**src/rtl/store_buffer.sv**
```systemverilog
// Post-commit store buffer: a circular FIFO that holds executed stores until the ROB
// grants permission, drains them in order to the D-cache and forwards data to loads.
`ifndef ROB_ENTRY_WIDTH
`define ROB_ENTRY_WIDTH 4
`endif

module store_buffer #(
  parameter int N               = 4,
  parameter int WORD_SIZE       = 32,
  parameter int ROB_ENTRY_WIDTH = `ROB_ENTRY_WIDTH
) (
  input  logic                       clk,
  input  logic                       rst,
  input  logic                       st_valid,
  input  logic [WORD_SIZE-1:0]       st_addr,
  input  logic [WORD_SIZE-1:0]       st_data,
  input  logic                       st_is_byte,
  input  logic [ROB_ENTRY_WIDTH-1:0] st_rob_id,
  output logic                       full,
  input  logic                       sb_store_permission,
  input  logic [ROB_ENTRY_WIDTH-1:0] sb_rob_id,
  input  logic                       flush,
  input  logic [WORD_SIZE-1:0]       ld_addr,
  output logic                       fwd_hit,
  output logic [WORD_SIZE-1:0]       fwd_data,
  output logic                       fwd_stall,
  output logic                       dc_req_valid,
  input  logic                       dc_req_ready,
  output logic [WORD_SIZE-1:0]       dc_addr,
  output logic [WORD_SIZE-1:0]       dc_data,
  output logic                       dc_is_byte
);

  localparam int PW = $clog2(N);
  localparam int CW = PW + 1;

  logic [PW-1:0] head;
  logic [PW-1:0] tail;
  logic [CW-1:0] count;
  logic [N-1:0]  valid;
  logic [N-1:0]  committed;

  logic [WORD_SIZE-1:0]       entry_addr   [N];
  logic [WORD_SIZE-1:0]       entry_data   [N];
  logic                       entry_byte   [N];
  logic [ROB_ENTRY_WIDTH-1:0] entry_rob_id [N];

  logic          alloc;
  logic          drain;
  logic [CW-1:0] commit_cnt;
  logic [PW-1:0] idx;

  // full is evaluated on pre-edge state, so a concurrent drain never frees a slot early.
  assign full         = (count == CW'(N));
  assign alloc        = st_valid && !full && !flush;
  assign dc_req_valid = valid[head] && committed[head];
  assign drain        = dc_req_valid && dc_req_ready;
  assign dc_addr      = entry_addr[head];
  assign dc_data      = entry_data[head];
  assign dc_is_byte   = entry_byte[head];

  // NOTE: every always_comb output gets a default before any branch, so no latch is inferred.
  always_comb begin
    commit_cnt = '0;
    for (int i = 0; i < N; i++) begin
      if (valid[i] && committed[i]) commit_cnt = commit_cnt + CW'(1);
    end
  end

  // Walk oldest to youngest; the last match seen is the youngest store.
  always_comb begin
    fwd_hit   = 1'b0;
    fwd_stall = 1'b0;
    fwd_data  = '0;
    idx       = '0;
    for (int k = 0; k < N; k++) begin
      idx = head + PW'(k);
      if (valid[idx] && entry_addr[idx][WORD_SIZE-1:2] == ld_addr[WORD_SIZE-1:2]) begin
        fwd_hit   = !entry_byte[idx];
        fwd_stall = entry_byte[idx];
        fwd_data  = entry_byte[idx] ? '0 : entry_data[idx];
      end
    end
  end

  // NOTE: sequential state uses non-blocking assignments; later writes in the block win.
  always_ff @(posedge clk) begin
    if (rst) begin
      head      <= '0;
      tail      <= '0;
      count     <= '0;
      valid     <= '0;
      committed <= '0;
    end else begin
      if (flush) begin
        // Committed entries form a prefix from head, so they survive and tail snaps after them.
        valid <= valid & committed;
        tail  <= head + commit_cnt[PW-1:0];
        count <= commit_cnt - CW'(drain);
      end else begin
        for (int i = 0; i < N; i++) begin
          if (sb_store_permission && valid[i] && !committed[i] && entry_rob_id[i] == sb_rob_id)
            committed[i] <= 1'b1;
        end
        if (alloc) begin
          valid[tail]     <= 1'b1;
          committed[tail] <= 1'b0;
          tail            <= tail + PW'(1);
        end
        count <= count + CW'(alloc) - CW'(drain);
      end
      if (drain) begin
        valid[head]     <= 1'b0;
        committed[head] <= 1'b0;
        head            <= head + PW'(1);
      end
    end
  end

  // NOTE: payload storage is not reset; valid bits alone decide whether an entry is live.
  always_ff @(posedge clk) begin
    if (alloc) begin
      entry_addr[tail]   <= st_addr;
      entry_data[tail]   <= st_data;
      entry_byte[tail]   <= st_is_byte;
      entry_rob_id[tail] <= st_rob_id;
    end
  end

endmodule

```
**config.mk**
```make
export PLATFORM = sky130hd
export DESIGN_NAME = store_buffer
export DESIGN_NICKNAME = d
export VERILOG_FILES = /design/src/rtl/store_buffer.sv
export SDC_FILE = /design/constraint.sdc
export NUM_CORES = 1
export LEC_CHECK = 0
export CORE_ASPECT_RATIO = 0.6
export CORE_UTILIZATION = 45
export CTS_CLUSTER_DIAMETER = 200
export DETAILED_ROUTE_END_ITERATION = 12
export PLACE_DENSITY_LB_ADDON = 0.1
export SYNTH_ARGS = -nofsm -noshare
export SYNTH_HDL_FRONTEND = slang
export SYNTH_SLANG_ARGS = --single-unit
export TNS_END_PERCENT = 1
```
**constraint.sdc**
```tcl
create_clock -name clk -period 5.4 [get_ports clk]
set_input_delay 1.35 -clock clk [delete_from_list [all_inputs] [get_ports clk]]
set_output_delay 1.35 -clock clk [all_outputs]
set_load 0.01 [all_outputs]
```
==> metrics, run 1 <==
Initial Util 46.1%; total power 5.41 mW; Fillers 3305; clock sinks 293; area growth from synthesis to layout 27.0%; dpl ws -0.719 ns; Tcrit/Tclk final 103%; Critical-path top delay cell or4_1; Worst EP arrival 4.20 ns; global-route wire length before repair 93500 um; Std-Cell Rows 57; core area 0.0409 mm^2; final-report hold violation count 0; Initial DRT Pass Iterations 5; Multi-input gate area 0.00950 mm^2; cts bufs inserted 30; clk slew on worst S/H paths 0.07 ns; DRT antenna net count 0; layout cells sized above 1 28.7%; Setup violations, final 34; worst hold endpoint valid[0]$_SDFF_PP0_; post-route design area 0.0239 mm^2; largest net degree at the start of global routing 51; Fin Clk Skew 0.0128 ns; async set-reset flop share out of synthesis 0%; Via density 6.44; HPWL Detailed 43200 um; crit-path max FO 8; Max Buffers Root-to-Sink 3; die area 0.0427 mm^2; Hold Path Cell Cnt 2; count of cell types in the netlist 73; Avg WL per Cell 27.8 um; CP required 4.05 ns; relative slew slack 43.7%; R2R Path Start head[0]$_SDFFE_PP0N_; setup TNS -3.81 ns; Avg Inst Size Synth 13.4 um^2; max_cap viols 0; Setup crit end kind output pin; register area 0.00864 mm^2; initial antenna violation count 7; Ys Warns 0; total gr overflow 0; Pwr per Cell Area 226 mW/mm^2; #FFs+latches synth 293; worst min-delay path startpoint committed[0]$_SDFF_PP0_; DRC Markers 0; Slew Limit Fails 0; die height 161 um; Hold WS 0.568 ns; via count 14.8k; slowest cell delay on critical path 0.53 ns; FF-to-FF End count[2]$_SDFF_PP0_; worst setup margin -0.145 ns; Post-synth top flop edfxtp_1; failing checks setup timing; cell breakdown of the critical path clkdlybuf4s50_1 > buf_6 > nor3_1 > or4_1 > a211o_1 > nor3_4 > a32oi_2 > or3b_4 > clkbuf_16 > o2111ai_1 > buf_2; Syn Inst Count 1409; Crit Path Category primary input to output pin; P_leak 7.89 nW; DR iter-0 viols 1781; Netlist Area Pre-Place 0.0188 mm^2; Nets 1834; final WL 63900 um; CTS tree done; status finished with violations; die width 266 um; Skew-Pair Late Insertion Delay 0.58 ns; reg2reg setup slack 1.65 ns; Worst-Margin Slew 0.845 ns; Hold WC Path Type register to register; vias in the first global route 14.5k; number of H-tree levels 1; worst ir drop on vdd 0.248 mV; Placed Area 0.0224 mm^2; RSZ-0062 raised after global routing true; register area share after synthesis 45.8%; GPL Wtd Cong 0.957; critical path's top delay family simple AND/OR/NAND/NOR gates; min cycle time layout 5.55 ns; GRT Util Overall 29.3%; Fmax 180 MHz; IO Pins 212; Root Driver clkbuf_16; number of synthesized flops with an enable pin 276; crit path buf inv count 4; IO Port Bufs 209; CP Launch Type primary input; FF-to-FF path depth 13; post-synthesis net count 1537
==> worst max path at each step <==
| stage | slack, ns | end | depth (start not counted) | from |
|---|---|---|---|---|
| after detailed placement | -0.72 | fwd_data[29] | 13 | ld_addr[5] |
| final | -0.15 | fwd_data[0] | 11 | ld_addr[17] |
| after global routing | -0.19 | fwd_data[24] | 14 | head[0]$_SDFFE_PP0N_ |
| after CTS | -0.20 | fwd_data[19] | 12 | ld_addr[22] |
| after floorplan | 0.25 | fwd_data[10] | 19 | head[0]$_SDFFE_PP0N_ |
| after global placement | -0.70 | fwd_data[29] | 12 | ld_addr[13] |
==> cell usage after synthesis, types with 6 or more instances <==
cell type,number,area [um^2]
a2111oi_0,6,52.6
a211oi_1,7,52.6
a21oi_1,16,80.1
a221oi_1,10,87.6
a22oi_1,6,45.0
and2_1,10,62.6
buf_1,14,52.6
buf_2,29,145
buf_4,10,75.1
buf_6,7,78.8
buf_8,8,120
clkbuf_1,67,251
dfxtp_1,17,340
edfxtp_1,276,8290
ha_1,16,200
inv_1,56,210
mux2_2,13,146
mux2i_1,165,1650
mux4_2,127,2860
nand2_1,27,101
nand2b_1,6,37.5
nand3_1,71,355
nand4_1,46,288
nor2_1,31,116
nor3_1,11,55.1
nor4b_1,32,280
o2111ai_1,7,61.3
o2111ai_2,30,450
o21ai_0,15,75.1
o22ai_1,73,457
xnor2_1,81,709
xor2_1,39,342
==> layout by cell type (no fill, tap or decap), types with 7 or more instances in the layout <==
cell type and count:
a21oi_1 16, a221oi_1 8, and2_1 7, buf_12 16
buf_2 29, buf_4 158, buf_6 11, bufinv_16 8
clkbuf_16 35, clkdlybuf4s50_1 164, clkinv_2 12, dfxtp_1 13
edfxtp_1 276, ha_1 15, inv_1 53, mux2_2 12
mux2i_1 160, mux4_2 127, nand2_1 26, nand3_1 71
nand4_1 46, nor2_1 30, nor3_1 10, nor4b_1 32
o2111ai_2 31, o21ai_0 15, o22ai_1 73, xnor2_1 76
xor2_1 38
==> flip-flops by register name, summed over array words and instances, names as in the netlist, named ones only <==
name,cells
committed,4
entry_addr,128
entry_byte,4
valid,4
entry_rob_id,16
entry_data,128
head,2
count,3
tail,2
==> cells by family (layout without fill, tap and decap cells) <==
kind of cell               after synthesis  count (layout)  synth area share, %
AOI/OAI and AO/OA                      220             220                 9.61
and+or+nand+nor                        262             262                 8.19
other                                    0               5                    0
adders and majority gates               17              17                 1.17
xor gates and xnor gates               120             120                 5.58
buffers and inverters                  192             513                 4.97
muxes                                  305             305                 24.7
DFF                                    293             293                 45.8
==> layout make-up <==
class	count	area share, %
multi-input cells	924	39.7
inverters	57	0.899
clock inverters	24	1.43
diodes	5	0.0523
well taps	560	2.93
clock buffers	32	3.17
flip-flops and latches	293	36.1
repair buffers	400	15.7
==> report_power, final <==
| group | switching (mW) | internal [mW] | total (mW) |
|---|---|---|---|
| Clock | 0.930 | 1.40 | 2.33 |
| Sequential | 0.0289 | 2.53 | 2.56 |
| Combinational | 0.260 | 0.254 | 0.515 |
==> worst register-to-register path, cell delays in order, from the launching register on <==
cell and delay (ns):
dfxtp_4 0.36, buf_6 0.26, buf_16 0.25, mux2_2 0.40, mux2i_2 0.47, nor2b_1 0.15, and2_1 0.35, ha_1 0.36
inv_1 0.04, ha_1 0.19, fa_1 0.41, xnor2_1 0.16, nor2_1 0.05, a211oi_1 0.19
==> stage by stage <==
step,cells,util [%]
after floorplan,1409,-
after global placement,2216,54.9
after detailed placement,2216,54.9
after CTS,2275,57.6
after global routing,2294,58.6
final,2295,58.6
==> layer usage <==
metal | vias to the layer above | routed length (um) | track usage (%) | share of wire (%)
met5 | - | 0 | 0 | 0
met3 | 107 | 6250 | 5.57 | 9.8
met1 | 7543 | 28200 | 44.5 | 44
met4 | 0 | 1630 | 7.65 | 2.5
met2 | 804 | 27800 | 42.7 | 44
li1 | 6328 | - | - | -
==> timing repair <==
| item | in CTS | in global routing |
|---|---|---|
| hold buffers | 0 | 0 |
| resized for setup | 167 | 43 |
| pin swaps | 6 | 19 |
| setup endpoints to repair | 34 | 34 |
| setup buffers | 2 | 12 |
| cloned | 1 | 5 |
Note: power is estimated with default switching activity, not from simulation.
==> run 2: changes to the inputs <==
--- a/config.mk
+++ b/config.mk
@@ -10,6 +10,7 @@
 export CTS_CLUSTER_DIAMETER = 200
 export DETAILED_ROUTE_END_ITERATION = 12
 export PLACE_DENSITY_LB_ADDON = 0.1
+export SKIP_LAST_GASP = 1
 export SYNTH_ARGS = -nofsm -noshare
 export SYNTH_HDL_FRONTEND = slang
 export SYNTH_SLANG_ARGS = --single-unit
==> run 2 against run 1 <==
Net effect: the run still ends with setup timing left; core utilization increased by 0.19 points; sequential power is essentially flat; clock skew grew 0.0058 ns; register-to-register slack better by 0.11 ns.
==> metrics, run 2 (synthesis results as in run 1) <==
Setup crit end kind output pin; DRC Markers 0 (unchanged); setup TNS -2.56 ns (+1.26 ns); DRT antenna net count 0 (unchanged); placed insts 2216 (unchanged); CP endpoint fwd_data[25]; CP required 4.05 ns (about the same); internal power 4.19 mW (about the same); min cycle time layout 5.51 ns (-0.0354 ns); total power 5.41 mW (about the same); P_leak 7.93 nW (+0.43%); critical path's top delay family simple AND/OR/NAND/NOR gates; largest net degree at the start of global routing 51 (unchanged); Avg WL per Cell 27.8 um (about the same); final WL 63900 um (about the same); worst setup margin -0.110 ns (+0.0354 ns); core area 0.0409 mm^2 (unchanged); clock power share 43.1% (about the same); Fmax 181 MHz (+0.64%); Nets 1836 (+0.11%); relative slew slack 43.8% (+0.14 points); most frequent cells in the layout edfxtp_1, clkdlybuf4s50_1, mux2i_1; die area 0.0427 mm^2 (unchanged); die width 266 um (unchanged); GPL Wtd Cong 0.957 (unchanged); Worst EP arrival 4.16 ns (-0.04 ns); Root Driver clkbuf_16; global-route wire length before repair 93400 um (-0.13%); Initial Util 46.1% (unchanged); Crit Path Category primary input to output pin; initial antenna violation count 7 (unchanged); dpl ws -0.719 ns (unchanged); GRT Util Overall 29.2% (-0.063 points); Switch Pwr 1.22 mW (about the same); IO Pins 212 (unchanged); FF-to-FF path depth 13 (unchanged); Initial DRT Pass Iterations 7 (+2); Pwr per Cell Area 225 mW/mm^2 (-0.30%); cts bufs inserted 30 (unchanged); failing checks setup timing; Slew Limit Fails 0 (unchanged); CTS tree done; Stages on worst setup path 12 (+1); Critical-path top delay cell or4_1; CP Launch Type primary input; Hold Buf Count CTS 0 (unchanged); clk slew on worst S/H paths 0.07 ns (about the same); clock sinks 293 (unchanged); Critical Path Start ld_addr[17]; switch share 22.5% (about the same); Tcrit/Tclk final 102% (-0.66 points); number of H-tree levels 1 (unchanged); HPWL Detailed 43200 um (unchanged); status finished with violations; commonest non-fill, non-tap cell in the layout edfxtp_1; Setup violations, final 34 (unchanged); layout cells sized above 1 28.6% (-0.091 points); Flop pwr share 47.3% (about the same); vias in the first global route 14.5k (+0.15%); IO Port Bufs 209 (unchanged); worst min-delay path startpoint committed[1]$_SDFF_PP0_; worst ir drop on vdd 0.248 mV (-0.13%); via count 14.8k (+0.27%); Layout Cells excl Fill 2297 (+0.087%); DR iter-0 viols 1914 (+7.5%); R2R Path Start head[0]$_SDFFE_PP0N_; crit path buf inv count 5 (+1); cell breakdown of the critical path clkdlybuf4s50_1 > buf_6 > nor3_1 > or4_1 > a211o_1 > nor3_4 > a32oi_2 > or3b_4 > buf_8 > buf_12 > o2111ai_2 > buf_4; FF-to-FF End count[2]$_SDFF_PP0_; Via density 6.45 (+0.18%); area growth from synthesis to layout 27.4%; crit-path max FO 8 (unchanged); Max Buffers Root-to-Sink 3 (unchanged); RSZ-0062 raised after global routing true; reg2reg setup slack 1.76 ns (+0.11 ns); Hold WC Path Type register to register; die height 161 um (unchanged); final-report hold violation count 0 (unchanged); Fin Clk Skew 0.0186 ns (+0.00582 ns); Skew-Pair Late Insertion Delay 0.58 ns (about the same); Gate power share 9.5% (about the same); biggest regs entry_addr x128, entry_data x128, entry_rob_id x16; Worst-Margin Slew 0.843 ns (-0.00204 ns); max_cap viols 0 (unchanged); slowest cell delay on critical path 0.51 ns (-0.02 ns); Std-Cell Rows 57 (unchanged); total gr overflow 0 (unchanged)
run 2: power by group through the flow:
stage | combinational (mW) | clock, mW | sequential, mW
2_1_floorplan | 0.199 | 0 | 2.60
5_1_grt | 0.539 | 2.46 | 2.56
3_3_place_gp | 0.490 | 0 | 2.60
6_report | 0.516 | 2.33 | 2.56
4_1_cts | 0.497 | 2.37 | 2.56
3_5_place_dp | 0.493 | 0 | 2.61
run 2: layout make-up:
| type | count | area [um^2] |
|---|---|---|
| clock inverters | 24 | 343 |
| flip-flops and latches | 293 | 8640 |
| clock buffers | 32 | 758 |
| multi-input cells | 924 | 9510 |
| diodes | 5 | 12.5 |
| repair buffers | 402 | 3820 |
| fillers | 3287 | 16900 |
| inverters | 57 | 215 |
| well taps | 560 | 701 |
run 2: what timing repair did:
item | in CTS | in global routing
endpoints found under the setup margin | 34 | 34
pin swaps | 5 | 23
setup buffers | 2 | 13
gates resized for setup | 88 | 114
cloned | 1 | 5
run 2: worst min-delay path by stage:
stage	slack (ns)	end	depth (start not counted)
final	0.58	valid[1]$_SDFF_PP0_	2
after global routing	0.60	valid[1]$_SDFF_PP0_	2
after CTS	0.57	valid[1]$_SDFF_PP0_	2
after detailed placement	0.56	valid[1]$_SDFF_PP0_	2
after global placement	0.56	valid[0]$_SDFF_PP0_	2
after floorplan	0.51	valid[0]$_SDFF_PP0_	2
run 2: tightest hold or removal path: cells and delay by family (launching register included):
family | cells | cell delay [ns]
and+or+nand+nor | 1 | 0.11
AOI/OAI and AO/OA | 1 | 0.08
DFF | 1 | 0.33
run 2: routing by layer:
| layer | vias to the layer above | track usage [%] | wire, um |
|---|---|---|---|
| met2 | 847 | 42.8 | 27800 |
| met5 | - | 0 | 0 |
| met1 | 7550 | 44.5 | 28400 |
| met4 | 0 | 7.76 | 1560 |
| met3 | 103 | 5.12 | 6210 |
| li1 | 6322 | - | - |
run 2: through the flow:
| step | area, um^2 | hold WS [ns] | utilization (%) |
|---|---|---|---|
| 6_report | 24000 | 0.577 | 58.7 |
| 2_1_floorplan | 18800 | 0.507 | - |
| 3_3_place_gp | 22400 | 0.559 | 54.9 |
| 4_1_cts | 23600 | 0.573 | 57.7 |
| 5_1_grt | 24000 | 0.603 | 58.7 |
| 3_5_place_dp | 22400 | 0.563 | 54.9 |
